[src/rtl/clk_div_switch_if.sv]
// clk_div_switch_if: ratio-change handshake between control logic and the divider.
//   div_req  : request strobe (master -> divider)
//   div_val  : requested ratio, captured on accept (master -> divider)
//   div_busy : switch in progress, requests ignored (divider -> master)
//   div_done : one-cycle pulse when the new ratio starts (divider -> master)
//   div_cur  : ratio currently driving clk_o (divider -> master)
interface clk_div_switch_if #(
  parameter int unsigned CNT_W = 8
);
  logic             div_req;
  logic [CNT_W-1:0] div_val;
  logic             div_busy;
  logic             div_done;
  logic [CNT_W-1:0] div_cur;

  modport master (
    output div_req,
    output div_val,
    input  div_busy,
    input  div_done,
    input  div_cur
  );

  modport slave (
    input  div_req,
    input  div_val,
    output div_busy,
    output div_done,
    output div_cur
  );
endinterface

[src/rtl/clk_div_switch.sv]
// clk_div_switch: glitch-free programmable clock divider with run-time ratio change.
// The old ratio finishes its period, clk_o is held low for GUARD extra cycles, then
// the new ratio starts with a high phase on the same edge that pulses div_done.
//   clk    : source clock; all state lives in this domain
//   rst_n  : asynchronous active-low reset; aborts any switch in progress
//   bus    : slave side of clk_div_switch_if (div_req/div_val/div_busy/div_done/div_cur)
//   clk_o  : divided clock (flop output; gated clk while in bypass)
// Optional feature macro: CLK_DIV_SWITCH_BYPASS_EN -- div_val=1 selects clk_o = clk
// gated by a negedge enable flop. Undefined: div_val of 0 or 1 clamps to 2.
module clk_div_switch #(
  parameter int unsigned CNT_W   = 8,
  parameter int unsigned DEF_DIV = 2,
  parameter int unsigned GUARD   = 2
) (
  input  logic             clk,
  input  logic             rst_n,
  clk_div_switch_if.slave  bus,
  output logic             clk_o
);

  localparam int unsigned     G_W    = (GUARD > 1) ? $clog2(GUARD) : 1;
  localparam logic [G_W-1:0]  G_LAST = (GUARD == 0) ? '0 : G_W'(GUARD - 1);

  typedef enum logic [1:0] {
    ST_RUN,
    ST_DRAIN,
    ST_GUARD,
    ST_LOAD
  } state_t;

  state_t           state_q, state_d;
  logic [CNT_W-1:0] cnt_q, cnt_d;
  logic [CNT_W-1:0] cur_q, cur_d;
  logic [CNT_W-1:0] cap_q, cap_d;
  logic [G_W-1:0]   gcnt_q, gcnt_d;
  logic             clk_q, clk_d;
  logic             busy_q, busy_d;
  logic             done_q, done_d;

  logic [CNT_W-1:0] eff;
  logic [CNT_W-1:0] half;
  logic             cnt_last;
  logic             accept;
  logic             drain_exit;

`ifdef CLK_DIV_SWITCH_BYPASS_EN
  logic             byp_en;
  logic             byp_mode;
  assign byp_mode = (cur_q == CNT_W'(1));
`endif

  // Effective ratio for the requested value
  always_comb begin
`ifdef CLK_DIV_SWITCH_BYPASS_EN
    eff = (bus.div_val == '0) ? CNT_W'(2) : bus.div_val;
`else
    eff = (bus.div_val < CNT_W'(2)) ? CNT_W'(2) : bus.div_val;
`endif
  end

  assign half     = cur_q >> 1;
  assign cnt_last = (cnt_q == cur_q - CNT_W'(1));
  assign accept   = bus.div_req && !busy_q && (state_q == ST_RUN);

  // Next-state and next-output logic; clk_d reflects the phase of the current cnt,
  // so a reset cnt of 0 yields a rising clk_o on the first edge
  always_comb begin
    state_d    = state_q;
    cnt_d      = cnt_q;
    cur_d      = cur_q;
    cap_d      = cap_q;
    gcnt_d     = gcnt_q;
    clk_d      = clk_q;
    busy_d     = busy_q;
    done_d     = 1'b0;
    drain_exit = cnt_last;

    clk_d = (cnt_q < half);
    cnt_d = cnt_last ? '0 : cnt_q + CNT_W'(1);
`ifdef CLK_DIV_SWITCH_BYPASS_EN
    // In bypass the flop stays low; the old ratio ends once byp_en has dropped
    if (byp_mode) begin
      clk_d      = 1'b0;
      cnt_d      = '0;
      drain_exit = !byp_en;
    end
`endif

    // busy covers the done cycle, then releases
    if (done_q) busy_d = 1'b0;

    unique case (state_q)
      ST_RUN: begin
        if (accept) begin
          cap_d  = eff;
          busy_d = 1'b1;
          gcnt_d = '0;
          if (drain_exit) state_d = (GUARD == 0) ? ST_LOAD : ST_GUARD;
          else            state_d = ST_DRAIN;
        end
      end
      ST_DRAIN: begin
        if (drain_exit) begin
          gcnt_d  = '0;
          state_d = (GUARD == 0) ? ST_LOAD : ST_GUARD;
        end
      end
      ST_GUARD: begin
        clk_d  = 1'b0;
        cnt_d  = '0;
        gcnt_d = gcnt_q + G_W'(1);
        if (gcnt_q == G_LAST) state_d = ST_LOAD;
      end
      ST_LOAD: begin
        // New ratio starts: high phase position 0 is emitted on this edge
        cur_d   = cap_q;
        done_d  = 1'b1;
        state_d = ST_RUN;
        clk_d   = 1'b1;
        cnt_d   = CNT_W'(1);
`ifdef CLK_DIV_SWITCH_BYPASS_EN
        if (cap_q == CNT_W'(1)) begin
          clk_d = 1'b0;
          cnt_d = '0;
        end
`endif
      end
      default: state_d = ST_RUN;
    endcase
  end

  // State and output registers
  always_ff @(posedge clk or negedge rst_n) begin
    if (!rst_n) begin
      state_q <= ST_RUN;
      cnt_q   <= '0;
      cur_q   <= CNT_W'(DEF_DIV);
      cap_q   <= CNT_W'(DEF_DIV);
      gcnt_q  <= '0;
      clk_q   <= 1'b0;
      busy_q  <= 1'b0;
      done_q  <= 1'b0;
    end else begin
      state_q <= state_d;
      cnt_q   <= cnt_d;
      cur_q   <= cur_d;
      cap_q   <= cap_d;
      gcnt_q  <= gcnt_d;
      clk_q   <= clk_d;
      busy_q  <= busy_d;
      done_q  <= done_d;
    end
  end

`ifdef CLK_DIV_SWITCH_BYPASS_EN
  // Bypass gate enable changes only while clk is low, so no partial pulses
  always_ff @(negedge clk or negedge rst_n) begin
    if (!rst_n) begin
      byp_en <= 1'b0;
    end else if (state_q == ST_LOAD && cap_q == CNT_W'(1)) begin
      byp_en <= 1'b1;
    end else if (state_q == ST_DRAIN) begin
      byp_en <= 1'b0;
    end
  end

  assign clk_o = clk_q | (clk & byp_en);
`else
  assign clk_o = clk_q;
`endif

  assign bus.div_busy = busy_q;
  assign bus.div_done = done_q;
  assign bus.div_cur  = cur_q;

endmodule

[src/flat_wrapper.sv]
// flat-port wrapper written by rule: the top's interface ports become plain ports
module clk_div_switch_flat 
#(
  parameter int unsigned CNT_W   = 8,
  parameter int unsigned DEF_DIV = 2,
  parameter int unsigned GUARD   = 2
)
  (clk, rst_n, clk_o, bus_div_req, bus_div_val, bus_div_busy, bus_div_done, bus_div_cur);
  clk_div_switch_if #(.CNT_W(CNT_W)) bus_i ();
  input  logic clk;
  input  logic rst_n;
  output logic clk_o;
  input wire logic [$bits(bus_i.div_req)-1:0] bus_div_req;
  input wire logic [$bits(bus_i.div_val)-1:0] bus_div_val;
  output wire logic [$bits(bus_i.div_busy)-1:0] bus_div_busy;
  output wire logic [$bits(bus_i.div_done)-1:0] bus_div_done;
  output wire logic [$bits(bus_i.div_cur)-1:0] bus_div_cur;
  assign bus_i.div_req = bus_div_req;
  assign bus_i.div_val = bus_div_val;
  assign bus_div_busy = bus_i.div_busy;
  assign bus_div_done = bus_i.div_done;
  assign bus_div_cur = bus_i.div_cur;
  clk_div_switch #(.CNT_W(CNT_W), .DEF_DIV(DEF_DIV), .GUARD(GUARD)) u_core (.clk(clk), .rst_n(rst_n), .bus(bus_i), .clk_o(clk_o));
endmodule
[config.mk]
export PLATFORM = sky130hd
export DESIGN_NAME = clk_div_switch_flat
export DESIGN_NICKNAME = d
export VERILOG_FILES = /design/src/rtl/clk_div_switch_if.sv /design/src/rtl/clk_div_switch.sv /design/src/flat_wrapper.sv
export SDC_FILE = /design/constraint.sdc
export NUM_CORES = 1
export LEC_CHECK = 0
export ABC_AREA = 1
export BUFFER_PORTS_ARGS = -buffer_cell sky130_fd_sc_hd__buf_4
export CORE_AREA = 2 2 58 71
export CTS_CLUSTER_DIAMETER = 150
export DETAILED_ROUTE_END_ITERATION = 16
export DIE_AREA = 0 0 60 73
export PLACE_DENSITY_LB_ADDON = 0.2
export REMOVE_ABC_BUFFERS = 1
export SYNTH_ARGS = -nofsm -noshare
export SYNTH_HDL_FRONTEND = slang
export SYNTH_SLANG_ARGS = --single-unit
[constraint.sdc]
create_clock -name clk -period 1.5 [get_ports clk]
set_input_delay 0.45 -clock clk [delete_from_list [all_inputs] [get_ports clk]]
set_output_delay 0.45 -clock clk [all_outputs]
set_load 0.02 [all_outputs]
### After elaboration in Yosys (flattened, before gate mapping)

Index checks and enable logic that the tools add are counted.

* add/sub/neg operators: 3
* order comparisons: 2
* equal/unequal tests: 7
* mux-type cells: 16
* reductions and logical operators: 8

Operators with widths (count)
* two-way mux 8 bit: 2
* one-hot mux 8 bit (2 select lines): 1
* adder 8 x 1 -> 8 bit, second input constant: 1
* equality test 8 bit: 1
* < comparator 8 x 2 -> 1 bit, second input constant: 1
* < comparator 8 x 7 -> 1 bit: 1
* two-way mux 2 bit: 4
* one-hot mux 2 bit (4 select lines): 1
* subtractor 8 x 1 -> 8 bit, second input constant: 1
* two-way mux 1 bit: 6
* != test 2 x 1 -> 1 bit, second input constant: 3
* AND reduction 3 bit: 2
* equality test 2 bit, second input constant: 2
* one-hot mux 1 bit (3 select lines): 1
* nonzero test 3 bit: 1
* equality test 2 x 1 -> 1 bit, second input constant: 1
* logical AND 1 bit: 2
* zero test 2 bit: 1
* one-hot mux 1 bit (2 select lines): 1
* AND reduction 2 bit: 1
* adder 1 bit, second input constant: 1
* zero test 1 bit: 1

* bits in registers: 30
* output and inout bits: 11
* word-level logic and storage cells: 44

### Depth between registers and ports, before layout

* word-level depth: 5
* depth in mapped cells: 15
* gate-level depth less buffers: 15

### Worst setup path after synthesis

No wires, ideal clock.

* kind: register -> register
* start point: reg u_core.cur_q[1] (netlist: u_core.bus.div_cur[1])
* end point: reg u_core.state_q[0]
* data arrival time: 1.664 ns
* path slack: -0.281 ns
* cell stages (with the launch flop): 15
* clock period less this slack: 1.781 ns
* path through: dfstp_2 inv_1 ha_1 inv_1 nand2_1 nand3_1 nand2_1 inv_1 nand3_1 nor2_2 nand2_4 nand2_2 nand2_1 nand2_1 nand2_1

* longest elaborated chain between the ends: 5
* elaborated cells between the ends (all ways): 7

Ends and longest elaborated chain
* start: declaration: RTL line clk_div_switch.sv:33 `logic [CNT_W-1:0] cur_q, cur_d;`
* start signal: assignment: RTL line clk_div_switch.sv:137 `cur_q <= CNT_W'(DEF_DIV);`
* start signal: assignment: RTL line clk_div_switch.sv:146 `cur_q <= cur_d;`
* subtractor 8 x 1 -> 8 bit *: RTL line clk_div_switch.sv:62 `assign cnt_last = (cnt_q == cur_q - CNT_W'(1));`
* equality test 8 bit *: RTL line clk_div_switch.sv:62
* two-way mux 2 bit: RTL line clk_div_switch.sv:98 `if (drain_exit) state_d = (GUARD == 0) ? ST_LOAD : ST_GUARD;`
* two-way mux 2 bit: RTL line clk_div_switch.sv:94 `if (accept) begin`
* one-hot mux 2 bit (4 select lines): RTL line clk_div_switch.sv:92 `unique case (state_q)`
* end signal: assignment: RTL line clk_div_switch.sv:144 `state_q <= state_d;`
* end: declaration: RTL line clk_div_switch.sv:31 `state_t state_q, state_d;`

Mark *: on every way between the ends. The rest lies on a longest branch, timed or not. The select of a mux whose other input is x is not followed.
A chain may end at the register's enable or synchronous reset.

### Worst setup path in the final report

* start point: reg u_core.cur_q[1] (netlist: u_core.bus.div_cur[1])
* end point: reg u_core.state_q[1]

The elaborated chain is that of the path after synthesis.

==> metrics.cfg <==
[status]
status=finished with violations
violations=negative setup slack

[synthesis]
synth_top_family_by_area=simple AND/OR/NAND/NOR gates
yosys.area_share.simple_pct=29.03
synthMuxAreaShare_pct=0
synth-xor-area-share_pct=4.968
synth_top_area_share_pct=39.74
synthTopCellsByArea=dfrtp_1 (40%), nand2_1 (14%), ha_1 (9.2%)
synth_seq_area_share_pct=42.73
synth-compound-area-share_pct=7.807
synthDistinctLibCells=32
synthAdderAreaFrac_pct=9.226
synth_cells=223
syn-cell-area_um2=1763
yosysWarnings=0
syn_area_per_cell_um2=7.906
yosysTopAreaCell=dfrtp_1
synth-seq-cells=30

[cells_and_area]
drive_gt1_share_pct=30.74
num_antenna_cells=0
fin_util_pct=62.78
nets=294
final_area_um2=2376
area_growth_pct=34.78
fillCellCount=335

[critical_path]
critical_path.top_delay_family=simple AND/OR/NAND/NOR gates
critPathMaxStageDelay_ns=0.54
cp_max_fo=5
crit_path_start_kind=flip-flop
cpMaxStageDelayCell=dfstp_2
path_common_cell=nand2_1
end_kind=flip-flop
worst-path-buf-inv=3
crit_required_ns=1.72
cp_cell_sequence=inv_2 > ha_4 > inv_2 > nand2_2 > nand3_2 > nand2_1 > inv_1 > nand3_2 > nor2_4 > nand2_4 > a21oi_4 > nand2_1 > nand2_1
worst-setup-path-type=flip-flop to flip-flop
worstPathArrival_ns=1.94

[sta]
slew_headroom_pct=74.33
hold_viol_final=0
slew_violations=0
grt_setup_unrepaired=true
period_share_pct=114.2
skew_ns=0.003950
fmaxAchievable_mhz=584.0
finalSetupViolCount=13
fin_ws_ns=-0.2123
finalSetupTns_ns=-1.725
period_needed_ns=1.712
worstMarginPinSlew_ns=0.3850

[routing]
drt_pass1_iterations=4
ant_nets=0
post_drt_wl_per_cell_um=12.82
drc=0
wl_mm=4.153
drt_iter0_drc=47
vias=1556
via_per_inst=4.802

[clocking]
clk_pin_slew_ns=0.06
cts_buffers=5
htreeDepth=2
cts_sinks=30
cts_tree=yes
cts-root-buf=clkbuf_8
clockBufferDepth=2
clock_latency_ns=0.28

[floorplanning]
die_y_um=73
ioPinCount=22
die_w_um=60
rows=25
coreArea_um2=3785
dieArea_um2=4380
start_util_pct=46.58

[global_routing]
grt_pass1_vias=1519
grt-ovfl-total=0
grt_usage_pct=20.79
grt_max_degree=31
antenna_found_initial=0
grt_pass1_wl_mm=6.630

[placement]
place_congestion=0.8296
post_dp_cell_area_um2=2107
io_buffers=21
hpwlAfterDp_mm=2.901

[power]
power.density_nw_per_um2=715.8
irDropWorstVdd_uv=575.2
seqPwrFrac_pct=48.7
p_total_mw=1.701
p_comb_share_pct=3.0
p_leak_nw=1.237
clockPowerShare_pct=48.4
p_int_mw=1.375
power.share.switching_pct=19.15
switchingPower_mw=0.3256

[worst_hold_path]
hold_class=input pin to async pin

[job]
max_cap_viol_count=0

state kept, by name, summed over array words and instances, names as in the netlist:
signal and count:
u_core.cap_q 8, u_core.cnt_q 8, u_core.bus.div_cur 8, u_core.gcnt_q 1, u_core.bus.div_done 1, u_core.clk_o 1
u_core.bus.div_busy 1, u_core.state_q 2
power groups by stage:
stage / Sequential, mW / Clock [mW] / Combinational, mW
2_1_floorplan: 0.841 / 0 / 0.0105
3_3_place_gp: 0.843 / 0 / 0.0501
3_5_place_dp: 0.842 / 0 / 0.0513
4_1_cts: 0.827 / 0.846 / 0.0515
5_1_grt: 0.828 / 0.873 / 0.0585
6_report: 0.828 / 0.823 / 0.0503
metal layers:
metal | wire, um | global-route usage (%)
met1 | 1805 | 24.15
met2 | 2116 | 34.78
met3 | 123 | 4.965
met4 | 108 | 10.86
met5 | 0 | 0
timing repair:
item | CTS | global route
setup endpoints to repair | 14 | 18
hold buffers | 0 | 0
setup buffers | 1 | 2
pin swaps | 11 | 8
cloned | 0 | 1
resized for setup | 20 | 17
final cells by class:
type                    instances  area (um2)  share of cell area (%)
repair buffers                 41       311.5                   13.11
inverters                      27       107.6                   4.529
well taps                      54       67.56                   2.844
repair inverters                1       3.754                  0.1580
clock inverters                 1       30.03                   1.264
flip-flops and latches         30       754.5                   31.75
multi-input cells             164        1018                   42.86
clock buffers                   6       82.58                   3.476
worst register-to-register path, cell delays in order, from the launching register on:
cell and delay [ns]:
dfstp_2 0.54, inv_2 0.05, ha_4 0.18, inv_2 0.05, nand2_2 0.06, nand3_2 0.05, nand2_1 0.05, inv_1 0.06
nand3_2 0.09, nor2_4 0.12, nand2_4 0.10, a21oi_4 0.14, nand2_1 0.09, nand2_1 0.08
layout by cell type (no fill, tap or decap), types with 4 or more instances in the layout:
cell type	n
buf_4	40
inv_1	23
xor2_1	5
ha_1	11
nand2_1	59
clkbuf_8	6
nand3_2	5
xnor2_1	5
nand2_2	7
o21ai_1	4
o21ai_0	11
nand3_1	11
nor2_1	18
nand2_4	5
dfrtp_1	27
cells by family (layout without fill, tap and decap cells):
family	count (synthesis)	in the layout
AND/OR/NAND/NOR	117	117
flip-flops	30	30
buffers and inverters	29	76
AO/OA/AOI/OAI	24	24
adder cells (fa/ha/maj)	13	13
XOR/XNOR	10	10
synthesized netlist by cell type:
cell / instances
nor2_4: 1
or2_2: 1
nand4_1: 1
nor3_2: 1
xnor2_1: 5
nor3b_2: 1
inv_2: 1
xor2_1: 5
a21boi_0: 1
clkbuf_1: 1
o21ai_0: 14
ha_1: 13
a21o_1: 1
nor4_1: 1
a21oi_1: 3
clkinv_1: 1
o211ai_1: 1
clkbuf_2: 1
nor3_1: 2
nand2_2: 3
nand3_1: 16
o21ai_1: 1
inv_1: 25
dfstp_2: 2
nand2_4: 1
a211oi_1: 1
nor2_1: 20
a2bb2oi_1: 1
a21oi_2: 1
dfrtp_1: 28
nand2_1: 67
nor2_2: 2
stage by stage:
stage | hold slack [ns] | std cells | setup WS [ns]
4_1_cts | 0.09473 | 321 | -0.1829
2_1_floorplan | 0.1544 | 221 | -0.2808
3_3_place_gp | 0.3977 | 313 | -0.2251
6_report | 0.08888 | 324 | -0.2123
3_5_place_dp | 0.4010 | 313 | -0.2754
5_1_grt | 0.1203 | 324 | -0.3218
final timing paths:
kind | start | endpoint | slack, ns | depth (start not counted)
worst min register to register | u_core.cap_q[5] | u_core.cap_q[5] | 0.47 | 2
worst max register to register | u_core.bus.div_cur[1] | u_core.state_q[1] | -0.21 | 13
max in group asynchronous | rst_n | u_core.bus.div_cur[1] | 1.09 | 1
worst min-delay path | rst_n | u_core.cap_q[7] | 0.09 | 1
worst max-delay path | u_core.bus.div_cur[1] | u_core.state_q[1] | -0.21 | 13
min in group clk | bus_div_val[5] | u_core.cap_q[5] | 0.38 | 3
Power figures use the tool's default switching activity.
